<file path="config.mk">
export PLATFORM = sky130hd
export DESIGN_NAME = alu_cmd_issuer
export DESIGN_NICKNAME = d
export VERILOG_FILES = /design/src/rtl/alu_cmd_issuer.sv
export SDC_FILE = /design/constraint.sdc
export NUM_CORES = 1
export LEC_CHECK = 0
export ABC_CLOCK_PERIOD_IN_PS = 5000
export CORE_MARGIN = 2
export CORE_UTILIZATION = 35
export DETAILED_ROUTE_END_ITERATION = 8
export PLACE_DENSITY_LB_ADDON = 0.25
export SKIP_CTS_REPAIR_TIMING = 1
export SYNTH_ARGS = -nofsm -noshare
export SYNTH_HDL_FRONTEND = slang
export SYNTH_SLANG_ARGS = --single-unit
</file>
<file path="constraint.sdc">
create_clock -name clk -period 5 [get_ports clk]
set_input_delay 0.5 -clock clk [delete_from_list [all_inputs] [get_ports clk]]
set_output_delay 0.5 -clock clk [all_outputs]
set_load 0.05 [all_outputs]
</file>
<file path="src/rtl/alu_cmd_issuer.sv">
// rtl/alu_cmd_issuer.sv - queues ALU commands, issues them to a registered ALU, returns results.
// Optional result checker enabled by defining ALU_ISSUER_CHECK_EN.
module alu_cmd_issuer #(
    parameter int DW    = 4,
    parameter int DEPTH = 4
) (
    input  logic          clk,
    input  logic          reset,
    input  logic          cmd_valid,
    output logic          cmd_ready,
    input  logic [DW-1:0] cmd_a,
    input  logic [DW-1:0] cmd_b,
    input  logic [2:0]    cmd_sel,
    output logic [DW-1:0] a_o,
    output logic [DW-1:0] b_o,
    output logic [2:0]    sel_o,
    input  logic [DW-1:0] y_i,
    output logic          res_valid,
    input  logic          res_ready,
    output logic [DW-1:0] res_data,
    output logic [2:0]    res_sel,
    output logic          busy,
    output logic [7:0]    op_count,
    output logic          chk_err
);
    localparam int AW = $clog2(DEPTH);

    typedef enum logic [1:0] {IDLE, ISSUE, CAPT, RESP} state_t;

    state_t          state, state_n;
    logic [DW-1:0]   fifo_a   [DEPTH];
    logic [DW-1:0]   fifo_b   [DEPTH];
    logic [2:0]      fifo_sel [DEPTH];
    logic [AW-1:0]   wr_ptr, rd_ptr;
    logic [AW:0]     count, count_n;
    logic            push, pop, capture, done;

    assign push = cmd_valid && cmd_ready;
    assign busy = (count != '0) || (state != IDLE);

    always_ff @(posedge clk or posedge reset) begin
        if (reset) state <= IDLE;
        else       state <= state_n;
    end

    always_comb begin
        state_n = state;
        pop     = 1'b0;
        capture = 1'b0;
        done    = 1'b0;
        case (state)
            IDLE: begin
                if (count != '0) begin
                    pop     = 1'b1;
                    state_n = ISSUE;
                end
            end
            ISSUE: state_n = CAPT;
            CAPT: begin
                capture = 1'b1;
                state_n = RESP;
            end
            RESP: begin
                if (res_ready) begin
                    done    = 1'b1;
                    state_n = IDLE;
                end
            end
            default: state_n = IDLE;
        endcase
    end

    always_comb begin
        case ({push, pop})
            2'b10:   count_n = count + (AW+1)'(1);
            2'b01:   count_n = count - (AW+1)'(1);
            default: count_n = count;
        endcase
    end

    // Storage needs no reset; validity is tracked by count.
    always_ff @(posedge clk) begin
        if (push) begin
            fifo_a[wr_ptr]   <= cmd_a;
            fifo_b[wr_ptr]   <= cmd_b;
            fifo_sel[wr_ptr] <= cmd_sel;
        end
    end

    // cmd_ready comes from the next count so a pop only frees a slot one cycle later.
    always_ff @(posedge clk or posedge reset) begin
        if (reset) begin
            wr_ptr    <= '0;
            rd_ptr    <= '0;
            count     <= '0;
            cmd_ready <= 1'b0;
        end else begin
            if (push) wr_ptr <= wr_ptr + AW'(1);
            if (pop)  rd_ptr <= rd_ptr + AW'(1);
            count     <= count_n;
            cmd_ready <= (count_n != (AW+1)'(DEPTH));
        end
    end

    always_ff @(posedge clk or posedge reset) begin
        if (reset) begin
            a_o       <= '0;
            b_o       <= '0;
            sel_o     <= '0;
            res_valid <= 1'b0;
            res_data  <= '0;
            res_sel   <= '0;
            op_count  <= '0;
        end else begin
            if (pop) begin
                a_o   <= fifo_a[rd_ptr];
                b_o   <= fifo_b[rd_ptr];
                sel_o <= fifo_sel[rd_ptr];
            end
            if (capture) begin
                res_data  <= y_i;
                res_sel   <= sel_o;
                res_valid <= 1'b1;
            end
            if (done) begin
                res_valid <= 1'b0;
                op_count  <= op_count + 8'd1;
            end
        end
    end

`ifdef ALU_ISSUER_CHECK_EN
    function automatic logic [DW-1:0] alu_ref(input logic [DW-1:0] a, input logic [DW-1:0] b,
                                              input logic [2:0] sel);
        case (sel)
            3'b000:  return a + b;
            3'b001:  return a - b;
            3'b010:  return a * b;
            3'b011:  return (b == '0) ? '0 : a / b;
            3'b100:  return a & b;
            3'b101:  return ~a;
            3'b110:  return a | b;
            default: return a ^ b;
        endcase
    endfunction

    always_ff @(posedge clk or posedge reset) begin
        if (reset)                                          chk_err <= 1'b0;
        else if (capture && (y_i !== alu_ref(a_o, b_o, sel_o))) chk_err <= 1'b1;
    end
`else
    assign chk_err = 1'b0;
`endif

endmodule
</file>
==> flow_summary_export.csv <==
group,metric,value,unit
clock_tree,cts.sinks,81,
setup_path,worst-path-stages,10,
yosys,avgSynthCellArea,15.9,sq um
setup_path,crit_path_start_kind,"flop",
yosys,synth_seq_area_share,69.1,%
placement,dpl.hpwl,3.69,mm
yosys,netlist_area,3250,sq um
timing,finalCritPeriodShare,57.0,%
setup_path,crit_path_end_kind,"flop",
yosys,yosys_warnings,0,
grt,grt_antenna_before_repair,0,
floorplan,core_area,9110,sq um
setup_path,crit_start,"state[0]",
yosys,syn-num-nets,234,
routing,wl_per_cell,14.8,microns
final_layout,multi_input_area,932,sq um
setup_path,critPathRequiredTime,5.24,ns
placement,routabilityCongestion,0.744,
routing,vias,1728,
grt,track_usage,11.8,%
final_layout,antenna_cells,0,
grt,grt_max_degree,38,
run_status,status,"complete, no violations",
final_layout,fin_cells,373,
routing,antenna_left,0,
final_layout,nNetsFinal,287,
clock_tree,root_buffer,"clkbuf_8",
floorplan,row_count,35,
yosys,synth_edf_count,44,
timing,fin_skew,0.0132,ns
placement,port_buffers,47,
floorplan,initial_utilization,35.7,%
clock_tree,clkLatencyLatePin,0.36,ns
timing,fin_ws,2.15,ns
power,powerDensity,672,nW/um^2
setup_path,crit_chain,"inv_1, ha_1, o31ai_4, inv_1, ha_1, inv_1, fa_1, xor2_1, or3_1, a211o_1",
final_layout,drive_gt1_share,13.7,%
yosys,yosysMostFrequentCell,"edfxtp_1",
routing,drt_first_pass_iters,4,
clock_tree,cts_tree,"built",
yosys,synth_async_sr_flop_share,45.7,%
yosys,synthFlopType,"edfxtp_1",
floorplan,pin_count,49,
routing,drc,0,
power,ir_worst_vdd,0.000244,V
setup_path,cp_max_fo,13,
yosys,synth_cell_types,30,
floorplan,die-area,10100,sq um
floorplan,die_h,100,microns
setup_path,r2r_setup_slack,2.15,ns
flow_run,drv_cap,0,
setup_path,cpMostUsedCell,"inv_1",
clock_tree,clk_pin_slew,0.08,ns
final_layout,final-seq-area,2250,sq um
yosys,synth_top_cell_by_area,"edfxtp_1",
setup_path,critPathTopFamily,"adder cells",
placement,dp_slack,2.17,ns
worst_hold_path,min-delay-path-class,"reg2reg",
final_layout,syn_to_final_growth,24.9,%
yosys,ys_ff_latch,81,
yosys,ys_top_cells_by_area,"edfxtp_1 (41%), dfrtp_1 (28%), mux4_2 (5.5%), nand2_1 (4.8%), ha_1 (3.8%)",
final_layout,fill_cells,824,
grt,grt_first_pass_wirelength,8.91,mm
clock_tree,htreeDepth,3,
setup_path,r2r_end,"cmd_ready",
yosys,netlist_instances,204,
power,p_leak,1.63,nW
setup_path,r2r_cells,10,
setup_path,cp.buffers_inverters,3,
placement,placedCellCount,357,
timing,worst_slew_pin_slew,0.776,ns
setup_path,cp.arrival,3.09,ns
clock_tree,cts.path.max_buffers,2,
grt,grt-ovfl-total,0,
timing,fin_setup_tns,0,ns
floorplan,die_w,100,microns
timing,hold_viol,0,
grt,grt_pass1_vias,1730,
timing,rsz0062_at_grt,"false",
timing,fmax,0.351,GHz
yosys,synth_top_area_share,40.6,%
yosys,ys_top_cells_by_count,"edfxtp_1 (44), nand2_1 (42), dfrtp_1 (37), ha_1 (10), mux2_2 (10)",
clock_tree,cts_buffers,9,
timing,min_period,2.85,ns
setup_path,critPathMaxStageDelay,0.39,ns
timing,setup_violations,0,
routing,wirelength,5.53,mm
setup_path,crit_path_end,"cmd_ready",
routing,viasPerCell,4.63,
routing,drt_iter0_drc,40,
timing,relSlewSlack,48.3,%
setup_path,critical_path_class,"reg2reg",
setup_path,cp_slowest_cell,"dfrtp_1",
timing,slew_violations,0,
setup_path,r2r_start,"state[0]",
==> registers in the layout, summed over array words and instances (netlist names) <==
name and cells:
sel_o 3, rd_ptr 2, fifo_a 16, res_valid 1, b_o 4, state 2, wr_ptr 2, op_count 8
count 3, cmd_ready 1, res_data 4, fifo_sel 12, res_sel 3, a_o 4, fifo_b 16
==> stage by stage <==
step / util [%] / hold WS (ns) / area, sq um / total power (W)
detailed placement: 42.0 / 0.465 / 3830 / 0.00222
global route: 44.6 / 0.505 / 4060 / 0.00289
finish: 44.6 / 0.476 / 4060 / 0.00273
CTS: 44.6 / 0.490 / 4060 / 0.00277
global placement: 42.0 / 0.464 / 3830 / 0.00220
floorplan: - / 0.498 / 3250 / 0.00187
==> cells by family after synthesis <==
kind of cell,after synthesis,synth area share [%]
XOR/XNOR,12,3.23
flip-flops,81,69.1
adder cells (fa/ha/maj),11,4.46
buffers and inverters,15,2.19
multiplexers,23,12.0
other,1,0.115
AND/OR/NAND/NOR,56,7.35
AO/OA/AOI/OAI,5,1.46
==> placed cells by master, fill, tap and decap left out, drive strengths merged, types with 3 or more instances in the layout <==
cell type / n
clkdlybuf4s50: 47
edfxtp: 44
nand2: 42
dfrtp: 37
inv: 13
mux4: 11
mux2: 10
ha: 10
xnor2: 9
clkbuf: 9
and3: 5
xor2: 3
==> cell type report <==
type	count	share of cell area [%]
Sequential cell	81	55.3
Clock buffer	9	3.05
Inverter	9	0.832
Clock inverter	7	2.62
Multi-Input combinational cell	108	23.0
Tap cell	111	3.42
Timing Repair Buffer	48	11.8
==> power by group <==
group / internal, W / switching, W
registers: 0.000918 / 0.000161
clock network: 0.000291 / 0.000257
logic: 0.000445 / 0.000657
==> worst reg2reg max path, delay by kind of cell (launching register included) <==
kind            cells  cell delay (ns)
compound gates      2             0.47
xor+xnor            1             0.15
fa+ha+maj           3             0.88
buf+inv             3             0.51
flops               1             0.39
simple gates        1             0.33
==> how the worst min path moves through the flow <==
stage,endpoint,cells past startpoint,slack [ns],from
floorplan,wr_ptr[0],1,0.50,wr_ptr[0]
detailed placement,b_o[0],2,0.47,b_o[0]
CTS,op_count[7],1,0.49,op_count[7]
finish,op_count[7],1,0.48,op_count[7]
global placement,op_count[7],1,0.46,op_count[7]
global route,res_valid,1,0.50,res_valid
==> routing by layer <==
layer,GRT usage [%],up-vias,share of wire (%)
met5,0,-,0
met4,7.38,0,2.1
met3,2.51,8,5.0
met2,18.1,47,45
met1,15.4,838,48
li1,-,835,-
Note: power is estimated with default switching activity, not from simulation.
